===== src/rtl/rv32_mem_pkg.sv =====
// Shared types for the instruction/data RAM port-B arbitration.
package rv32_mem_pkg;

    typedef enum logic {
        BOOT = 1'b0,
        RUN  = 1'b1
    } arb_state_t;

    typedef enum logic [1:0] {
        OWN_NONE = 2'd0,
        OWN_CPU  = 2'd1,
        OWN_HOST = 2'd2
    } owner_t;

    localparam int MAX_WAIT_DEFAULT = 4;
    localparam int WAIT_CNT_W       = 4;

endpackage


===== src/rtl/dpram_portb_arb.sv =====
// Port-B arbiter: the host owns the port during BOOT; in RUN the core has priority
// and the host is guaranteed a grant after MAX_WAIT consecutive refusals.
//
// state | meaning
// ------+-----------------------------------------------------------
// BOOT  | program load, host only, core requests stall
// RUN   | core priority, host granted when core idle or wait saturated
module dpram_portb_arb
    import rv32_mem_pkg::*;
#(
    parameter int ADDR_WIDTH = 13,
    parameter int NUM_COL    = 4,
    parameter int COL_WIDTH  = 8,
    parameter int MAX_WAIT   = MAX_WAIT_DEFAULT,
    localparam int DATA_WIDTH = NUM_COL * COL_WIDTH
) (
    input  logic                  clk,
    input  logic                  xreset,
    input  logic                  boot_done,

    input  logic                  cpu_req,
    input  logic [NUM_COL-1:0]    cpu_we,
    input  logic [ADDR_WIDTH-1:0] cpu_addr,
    input  logic [DATA_WIDTH-1:0] cpu_wdata,
    output logic                  cpu_gnt,
    output logic                  cpu_stall,
    output logic                  cpu_rvalid,
    output logic [DATA_WIDTH-1:0] cpu_rdata,

    input  logic                  host_req,
    input  logic [NUM_COL-1:0]    host_we,
    input  logic [ADDR_WIDTH-1:0] host_addr,
    input  logic [DATA_WIDTH-1:0] host_wdata,
    output logic                  host_gnt,
    output logic                  host_rvalid,
    output logic [DATA_WIDTH-1:0] host_rdata,

    output logic                  enaB,
    output logic [NUM_COL-1:0]    weB,
    output logic [ADDR_WIDTH-1:0] addrB,
    output logic [DATA_WIDTH-1:0] dinB,
    input  logic [DATA_WIDTH-1:0] doutB
);

    localparam logic [WAIT_CNT_W-1:0] WAIT_LIMIT = WAIT_CNT_W'(MAX_WAIT);

    arb_state_t            state_q, state_d;
    logic [WAIT_CNT_W-1:0] wait_cnt_q, wait_cnt_d;
    owner_t                owner_q, owner_d;
    logic                  wait_at_max;

    assign wait_at_max = (wait_cnt_q == WAIT_LIMIT);

    always_ff @(posedge clk or negedge xreset) begin
        if (!xreset) begin
            state_q    <= BOOT;
            wait_cnt_q <= '0;
            owner_q    <= OWN_NONE;
        end else begin
            state_q    <= state_d;
            wait_cnt_q <= wait_cnt_d;
            owner_q    <= owner_d;
        end
    end

    // Grants are qualified by xreset so the RAM port stays idle while reset is held.
    always_comb begin
        state_d  = state_q;
        host_gnt = 1'b0;
        cpu_gnt  = 1'b0;
        if (xreset) begin
            if (state_q == BOOT) begin
                host_gnt = host_req;
                if (boot_done) begin
                    state_d = RUN;
                end
            end else begin
                host_gnt = host_req & (~cpu_req | wait_at_max);
                cpu_gnt  = cpu_req & ~host_gnt;
            end
        end
    end

    always_comb begin
        wait_cnt_d = '0;
        if (state_q == RUN && host_req && !host_gnt) begin
            wait_cnt_d = wait_at_max ? wait_cnt_q : wait_cnt_q + 1'b1;
        end
    end

    always_comb begin
        weB     = '0;
        addrB   = '0;
        dinB    = '0;
        owner_d = OWN_NONE;
        if (cpu_gnt) begin
            weB   = cpu_we;
            addrB = cpu_addr;
            dinB  = cpu_wdata;
            if (cpu_we == '0) begin
                owner_d = OWN_CPU;
            end
        end else if (host_gnt) begin
            weB   = host_we;
            addrB = host_addr;
            dinB  = host_wdata;
            if (host_we == '0) begin
                owner_d = OWN_HOST;
            end
        end
    end

    assign enaB        = cpu_gnt | host_gnt;
    assign cpu_stall   = cpu_req & ~cpu_gnt;
    assign cpu_rvalid  = (owner_q == OWN_CPU);
    assign host_rvalid = (owner_q == OWN_HOST);
    assign cpu_rdata   = doutB;
    assign host_rdata  = doutB;

endmodule


===== config.mk =====
export PLATFORM = sky130hd
export DESIGN_NAME = dpram_portb_arb
export DESIGN_NICKNAME = d
export VERILOG_FILES = /design/src/rtl/rv32_mem_pkg.sv /design/src/rtl/dpram_portb_arb.sv
export SDC_FILE = /design/constraint.sdc
export NUM_CORES = 1
export LEC_CHECK = 0
export CAP_MARGIN = 20
export CORE_AREA = 2 2 99 101
export DETAILED_ROUTE_END_ITERATION = 8
export DIE_AREA = 0 0 101 103
export GPL_TIMING_DRIVEN = 0
export MAX_ROUTING_LAYER = met4
export PLACE_DENSITY = 0.67
export SLEW_MARGIN = 20
export SYNTH_ARGS = -nofsm -noshare
export SYNTH_HDL_FRONTEND = slang
export SYNTH_SLANG_ARGS = --single-unit

===== constraint.sdc =====
create_clock -name clk -period 3.5 [get_ports clk]
set_input_delay 0.35 -clock clk [delete_from_list [all_inputs] [get_ports clk]]
set_output_delay 0.35 -clock clk [all_outputs]
set_load 0.01 [all_outputs]

==> flow_metrics.tcl, run 1 <==
set metrics [dict create \
    num_antenna_cells 0 \
    place_ws_ps 405 \
    cp_slowest_cell "clkdlybuf4s50_1" \
    cts_hold_buffers 0 \
    synth.distinct_cells 29 \
    crit_buf_inv 4 \
    drv_slew 0 \
    synth_fp_nets 415 \
    yosysSeqAreaShare 0.100 \
    io_buffers 220 \
    critical_path_class "in2out" \
    clock_latency_ps 230 \
    synth-warning-count 0 \
    place_area_um2 4090 \
    antenna_found_initial 0 \
    die_h_um 103 \
    drc_errors 0 \
    synth.most_common_cell "nand2_1" \
    min_period_ps 3030 \
    worst_slew_margin_rel 0.694 \
    postCtsSetupRepairBufs 0 \
    yosysTopAreaCellShare 0.275 \
    path_delay_family "buffers and inverters" \
    power.total_mw 0.710 \
    ant_nets 0 \
    status "finished clean" \
    worstMarginPinSlew_ps 458 \
    fp.dieW_um 101 \
    finalHoldViolCount 0 \
    maxCapViolations 0 \
    synth-async-reset-ratio 1.00 \
    syn_area_um2 1750 \
    synth-edff-count 0 \
    startpoint_type "input port" \
    avgSynthCellArea_um2 6.29 \
    root_buffer "clkbuf_8" \
    setup_ws_ps 474 \
    drt_first_pass_iters 4 \
    cts_sinks 7 \
    synth_common_cells "nand2_1, buf_4, o22ai_1" \
    grtUsageTotal 0.135 \
    path_common_cell "clkdlybuf4s50_1" \
    rsz0062_at_grt "false" \
    synth_area_leaders "buf_4, nand2_1, o22ai_1, dfrtp_1, o22ai_2" \
    ir_drop_mv 0.0872 \
    min_path_type "in2async" \
    arrival_ps 2680 \
    max_stage_delay_ps 750 \
    first_global_vias 2365 \
    placeableCoreArea_um2 9460 \
    avgViaCountPerCell 4.39 \
    ios 254 \
    fin_nets 640 \
    final_util 0.437 \
    num_rows 36 \
    fin_setup_tns_ps 0 \
    wl_per_cell_um 13.1 \
    ys_seq_elements 7 \
    powerDensity_nw_per_um2 172 \
    drive_gt1_frac 0.181 \
    grt-ovfl-total 0 \
    vias 2705 \
    setup_viol_count_final 0 \
    synthToLayoutAreaGrowth_pct 137 \
    cp_num_cells 6 \
    initial_core_util 0.185 \
    clk_pin_slew_ps 40 \
    cts_tree "yes" \
    fin_area_um2 4140 \
    htree_levels 1 \
    n_fill_cell 942 \
    crit_fanout 11 \
    synth_ff_type "dfrtp_1" \
    wl_um 8040 \
    rr_worst_depth 6 \
    cts-resized-gates 0 \
    yosys.area.top_type "buf_4" \
    fin_skew_ps 3.25 \
    drtIter0Drc 95 \
    gp_congestion 0.795 \
    postSynthCellCount 278 \
    cts_buffer_depth 2 \
    leakage_nw 1.72 \
    hpwl_um 6860 \
    dieArea_um2 10400 \
    fmax_mhz 330 \
    finalCritPeriodShare 0.865 \
    crit_chain "clkdlybuf4s50_1 -> buf_2 -> clkbuf_1 -> nand2_1 -> o22ai_1 -> clkdlybuf4s50_1" \
    grt_pass1_wl_um 11000 \
    cts_buffers 3 \
    crit_required_ps 3150 \
    grt_max_degree 12 \
    crit_path_end_kind "output pin" \
]
==> where the power goes <==
part	switching [mW]	internal [mW]
Clock	0.0363	0.0789
Combinational	0.185	0.323
Sequential	0.00333	0.0842
Total	0.224	0.486
==> path summary, 6_finish.rpt <==
check | slack, ps | endpoint | from
worst max register to register | 1910 | owner_q[1]$_DFF_PN0_ | wait_cnt_q[0]$_DFFE_PN0P_
worst min register to register | 560 | state_q$_DFFE_PN0P_ | state_q$_DFFE_PN0P_
worst min-delay path | 440 | wait_cnt_q[3]$_DFFE_PN0P_ | xreset
min in group clk | 460 | wait_cnt_q[3]$_DFFE_PN0P_ | cpu_req
worst max-delay path | 470 | addrB[11] | xreset
max in group asynchronous | 2740 | owner_q[0]$_DFF_PN0_ | xreset
==> cell type report <==
cell class,count,area [µm²],share of cell area
buffer,86,614,0.148
timing repair buffer,220,2200,0.532
multi-input combinational,181,943,0.228
clock buffer,4,45.0,0.0109
inverter,4,15.0,0.00363
sequential,7,175,0.0423
tap,114,143,0.0345
==> cells in the final DEF, fill, tap and decap left out, drive strengths merged <==
master	instances
a211oi	1
a21o	1
a21oi	3
a221oi	1
a31oi	1
and3b	1
buf	80
clkbuf	10
clkdlybuf4s50	220
clkinv	1
dfrtp	7
ha	2
inv	3
mux2i	1
nand2	101
nand3	4
nand3b	1
nand4b	1
nor2	4
nor2b	2
nor3	2
o211ai	2
o21ai	1
o22ai	49
or4	2
xnor2	1
==> per-layer routing <==
layer  part of all wire  wire (µm)  vias to the layer above  GRT usage
li1                   -          -                     1324          -
met1               0.37       2960                     1201      0.146
met2               0.51       4120                      165      0.247
met3               0.10        806                       15     0.0285
met4              0.019        153                        0     0.0437
met5                  0          0                        -          -
==> cell families after synthesis <==
logic type	count (synthesis)	synth area share
AO/OA/AOI/OAI	59	0.237
XOR/XNOR	1	0.00501
adder cells (fa/ha/maj)	2	0.0143
buffers and inverters	90	0.360
flip-flops	7	0.100
multiplexers	1	0.00573
AND/OR/NAND/NOR	118	0.278
==> flip-flops by register name (all words and copies together) (netlist names) <==
signal / count
state_q: 1
owner_q: 2
wait_cnt_q: 4
==> per-stage QoR <==
stage	hold WS, ps	cells
6_report	439	616
5_1_grt	475	616
4_1_cts	453	616
3_5_place_dp	553	612
3_3_place_gp	553	612
2_1_floorplan	54.4	278
Note: power is estimated with default switching activity, not from simulation.
==> run 2, diff against run 1 <==
--- a/config.mk
+++ b/config.mk
@@ -5,13 +5,12 @@
 export SDC_FILE = /design/constraint.sdc
 export NUM_CORES = 1
 export LEC_CHECK = 0
-export CAP_MARGIN = 20
-export CORE_AREA = 2 2 99 101
+export CORE_AREA = 2 2 98 100
 export DETAILED_ROUTE_END_ITERATION = 8
-export DIE_AREA = 0 0 101 103
+export DIE_AREA = 0 0 100 102
+export DONT_BUFFER_PORTS = 1
 export GPL_TIMING_DRIVEN = 0
 export MAX_ROUTING_LAYER = met4
-export PLACE_DENSITY = 0.67
 export SLEW_MARGIN = 20
 export SYNTH_ARGS = -nofsm -noshare
 export SYNTH_HDL_FRONTEND = slang
==> flow_metrics.tcl, run 2 (synthesis results as in run 1) <==
set metrics [dict create \
    finalCritPeriodShare 0.674 \
    first_global_vias 1582 \
    clk_pin_slew_ps 40 \
    fin_area_um2 1940 \
    clock_latency_ps 230 \
    drt_first_pass_iters 4 \
    crit_required_ps 3150 \
    status "finished clean" \
    min_period_ps 2360 \
    top_regs "wait_cnt_q: 4 flops, owner_q: 2 flops, state_q: 1 flops" \
    final_common_cell "nand2_1" \
    crit_fanout 10 \
    cts_sinks 7 \
    largest_reg_flops 4 \
    ant_nets 0 \
    grt_pass1_wl_um 8440 \
    drc_errors 0 \
    min_path_type "in2reg" \
    postCtsSetupRepairBufs 0 \
    worstMarginPinSlew_ps 534 \
    rr_worst_depth 6 \
    crit_path_end_kind "output pin" \
    cts_tree "yes" \
    arrival_ps 2010 \
    num_antenna_cells 0 \
    initial_core_util 0.192 \
    io_buffers 0 \
    synthToLayoutAreaGrowth_pct 11.1 \
    hold_depth 1 \
    place_area_um2 1890 \
    drive_gt1_frac 0.322 \
    top_register "wait_cnt_q" \
    htree_levels 1 \
    leakage_nw 0.883 \
    powerDensity_nw_per_um2 233 \
    avgViaCountPerCell 4.89 \
    vias 1926 \
    fin_setup_tns_ps 0 \
    ir_drop_mv 0.0795 \
    fmax_mhz 424 \
    die_h_um 102 \
    layout_common_cells "nand2_1, buf_4, o22ai_1, buf_2" \
    fp.dieW_um 100 \
    gp_congestion 0.743 \
    drv_slew 0 \
    finalHoldViolCount 0 \
    startpoint_type "flip-flop" \
    holdWs_ps 246 \
    critical_path_class "reg2out" \
    place_ws_ps 1280 \
    cts_buffers 3 \
    setup_viol_count_final 0 \
    rsz0062_at_grt "false" \
    power.total_mw 0.452 \
    root_buffer "clkbuf_8" \
    placeableCoreArea_um2 9110 \
    wl_per_cell_um 16.7 \
    dpl.cell_count 389 \
    fin_nets 421 \
    maxCapViolations 0 \
    wl_um 6570 \
    grt-ovfl-total 0 \
    final_util 0.213 \
    antenna_found_initial 0 \
    stdcell_count 394 \
    cts_buffer_depth 2 \
    drtIter0Drc 54 \
    num_rows 35 \
    hpwl_um 5390 \
    fin_skew_ps 4.78 \
    grt_max_degree 11 \
    worst_slew_margin_rel 0.644 \
    dieArea_um2 10200 \
    setup_ws_ps 1140 \
    ios 254 \
    grtUsageTotal 0.111 \
]
## run 2: timing repair
| item | CTS | global route |
|---|---|---|
| endpoints found under the hold margin | 7 | 0 |
| resized for setup | 0 | 0 |
| hold buffers | 1 | 0 |
## run 2: routing by layer
metal  up-vias  share of wire  GRT usage
met3         6          0.084     0.0150
met1       879           0.40      0.141
li1        890              -          -
met2       151           0.51      0.188
met4         0         0.0070     0.0253
met5         -              0          -
## run 2: final cells by class
type,count,area (µm²)
clock buffers,4,45.0
flip-flops and latches,7,175
repair buffers,1,10.0
inverters,4,15.0
multi-input cells,181,943
well taps,111,139
fillers,1024,7170
plain buffers,86,614
## run 2: worst max-delay path, stage by stage, from the launching register on
cell and delay, ps:
dfrtp_1 390, inv_1 80, ha_1 250, nand4b_1 130, nand3_1 290, buf_2 310, o22ai_1 330
## run 2: worst paths after layout
check	start	end	slack, ps
worst max-delay path	wait_cnt_q[0]$_DFFE_PN0P_	addrB[1]	1140
worst min-delay path	boot_done	state_q$_DFFE_PN0P_	250
worst max register to register	wait_cnt_q[0]$_DFFE_PN0P_	owner_q[1]$_DFF_PN0_	1850
worst min register to register	state_q$_DFFE_PN0P_	state_q$_DFFE_PN0P_	580
max in group asynchronous	xreset	wait_cnt_q[1]$_DFFE_PN0P_	2770
min in group asynchronous	xreset	wait_cnt_q[3]$_DFFE_PN0P_	460
## run 2: report_power, final
part,switching [mW],leakage [nW],internal (mW),total [mW]
Combinational,0.148,0.769,0.100,0.248
Clock,0.0372,0.0228,0.0790,0.116
Sequential,0.00323,0.0908,0.0841,0.0874
Total,0.188,0.883,0.264,0.452
==> run 3, diff against run 2 <==
==> constraint.sdc (replaced) <==
create_clock -name clk -period 1.9 [get_ports clk]
set_input_delay 0.19 -clock clk [delete_from_list [all_inputs] [get_ports clk]]
set_output_delay 0.19 -clock clk [all_outputs]
set_load 0.01 [all_outputs]
==> flow_metrics.tcl, run 3 (synthesis results as in run 1) <==
set metrics [dict create \
    startpoint_type "flip-flop" \
    antenna_found_initial 0 \
    min_period_ps 1860 \
    ios 254 \
    grt_pass1_wl_um 9670 \
    fin_skew_ps 4.96 \
    drc_errors 0 \
    fin_nets 425 \
    num_rows 35 \
    die_h_um 102 \
    htree_levels 1 \
    n_fill_cell 977 \
    grtUsageTotal 0.126 \
    fp.dieW_um 100 \
    gp_congestion 0.743 \
    grt-ovfl-total 0 \
    cts_buffers 3 \
    layout_common_cells "nand2_1, buf_4, o22ai_4, o22ai_2" \
    final_util 0.286 \
    status "finished clean" \
    rrSetupSlack_ps 440 \
    min_path_type "in2reg" \
    rr_worst_depth 7 \
    dpl.cell_count 389 \
    maxCapViolations 0 \
    place_ws_ps -155 \
    powerDensity_nw_per_um2 400 \
    setup_ws_ps 40.8 \
    worst_slew_margin_rel 0.647 \
    placeableCoreArea_um2 9110 \
    crit_fanout 10 \
    dieArea_um2 10200 \
    fmax_mhz 538 \
    wl_per_cell_um 17.8 \
    crit_path_end_kind "output pin" \
    r2r-start "wait_cnt_q[0]$_DFFE_PN0P_" \
    io_buffers 0 \
    r2r_end "owner_q[1]$_DFF_PN0_" \
    cts_sinks 7 \
    top_regs "wait_cnt_q: 4 flops, owner_q: 2 flops, state_q: 1 flops" \
    stdcell_count 398 \
    drv_slew 0 \
    grt_max_degree 11 \
    num_antenna_cells 0 \
    hpwl_um 5390 \
    first_global_vias 1870 \
    clk_pin_slew_ps 40 \
    critical_path_class "reg2out" \
    vias 1958 \
    worstMarginPinSlew_ps 530 \
    ant_nets 0 \
    crit_start "wait_cnt_q[0]$_DFFE_PN0P_" \
    clock_latency_ps 230 \
    drt_first_pass_iters 4 \
    top_register "wait_cnt_q" \
    cts_buffer_depth 2 \
    hold_depth 1 \
    finalCritPeriodShare 0.979 \
    largest_reg_flops 4 \
    arrival_ps 1670 \
    leakage_nw 0.996 \
    finalHoldViolCount 0 \
    min_from "boot_done" \
    initial_core_util 0.192 \
    wl_um 7090 \
    avgViaCountPerCell 4.92 \
    root_buffer "clkbuf_8" \
    setup_viol_count_final 0 \
    ir_drop_mv 0.155 \
    power.total_mw 1.04 \
    synthToLayoutAreaGrowth_pct 48.8 \
    drtIter0Drc 32 \
    crit_required_ps 1710 \
    hold_end "state_q$_DFFE_PN0P_" \
    final_common_cell "nand2_1" \
    cts_tree "yes" \
    drive_gt1_frac 0.498 \
    rsz0062_at_grt "true" \
]
-- run 3: cell types whose count changed in the layout (fill, tap and decap cells not counted), moves of 4 or more --
| cell | before | now |
|---|---|---|
| buf_2 | 11 | 6 |
| buf_12 | 0 | 4 |
| buf_4 | 64 | 68 |
| o22ai_1 | 44 | 0 |
| o22ai_4 | 0 | 34 |
| o22ai_2 | 5 | 15 |
-- run 3: cell type report --
cell class | instances | area [µm²] | share of cell area
inverter | 4 | 15.0 | 0.00577
tap | 111 | 139 | 0.0534
multi-input combinational | 181 | 1500 | 0.576
timing repair buffer | 5 | 52.6 | 0.0202
buffer | 86 | 676 | 0.260
clock buffer | 4 | 45.0 | 0.0173
sequential | 7 | 175 | 0.0673
-- run 3: timing repair --
action | CTS | global route
setup endpoints to repair | 51 | 50
resized for setup | 75 | 26
setup buffers | 3 | 1
cloned | 0 | 0
hold buffers | 1 | 0
hold endpoints to repair | 7 | 0
pin swaps | 7 | 4
-- run 3: how the worst max path moves through the flow --
stage | end | cells past startpoint | slack [ps]
finish | dinB[24] | 7 | 40
CTS | addrB[12] | 7 | 1
detailed placement | weB[1] | 6 | -160
global placement | weB[1] | 6 | -170
global route | dinB[11] | 7 | -9
floorplan | dinB[17] | 6 | 340
-- run 3: power breakdown --
part | switching (mW) | internal, mW | leakage (nW)
Clock | 0.0681 | 0.145 | 0.0228
Sequential | 0.00430 | 0.155 | 0.0908
Combinational | 0.383 | 0.286 | 0.883
Total | 0.455 | 0.587 | 0.996
-- run 3: metal layers --
layer | up-vias | part of all wire | routed length (µm) | global-route usage
met5 | - | 0 | 0 | -
met4 | 0 | 0.0044 | 31 | 0.0263
met3 | 4 | 0.069 | 487 | 0.0144
met2 | 135 | 0.54 | 3830 | 0.231
met1 | 915 | 0.39 | 2730 | 0.149
li1 | 904 | - | - | -
-- run 3: metrics by stage --
stage          hold WS [ps]  instance area (µm²)  setup TNS (ps)
6_report               85.2                 2600               0
5_1_grt                81.0                 2600           -30.6
4_1_cts                83.7                 2440               0
3_5_place_dp           -105                 1890           -2250
3_3_place_gp           -105                 1890           -3020
2_1_floorplan          -106                 1750               0
-- run 3: worst max-delay path, cell delays in order, from the launching register on --
cell     delay, ps
dfrtp_1        380
inv_2           80
ha_4           150
and3b_4        220
o21ai_4         70
buf_12         140
buf_8          150
o22ai_2        230
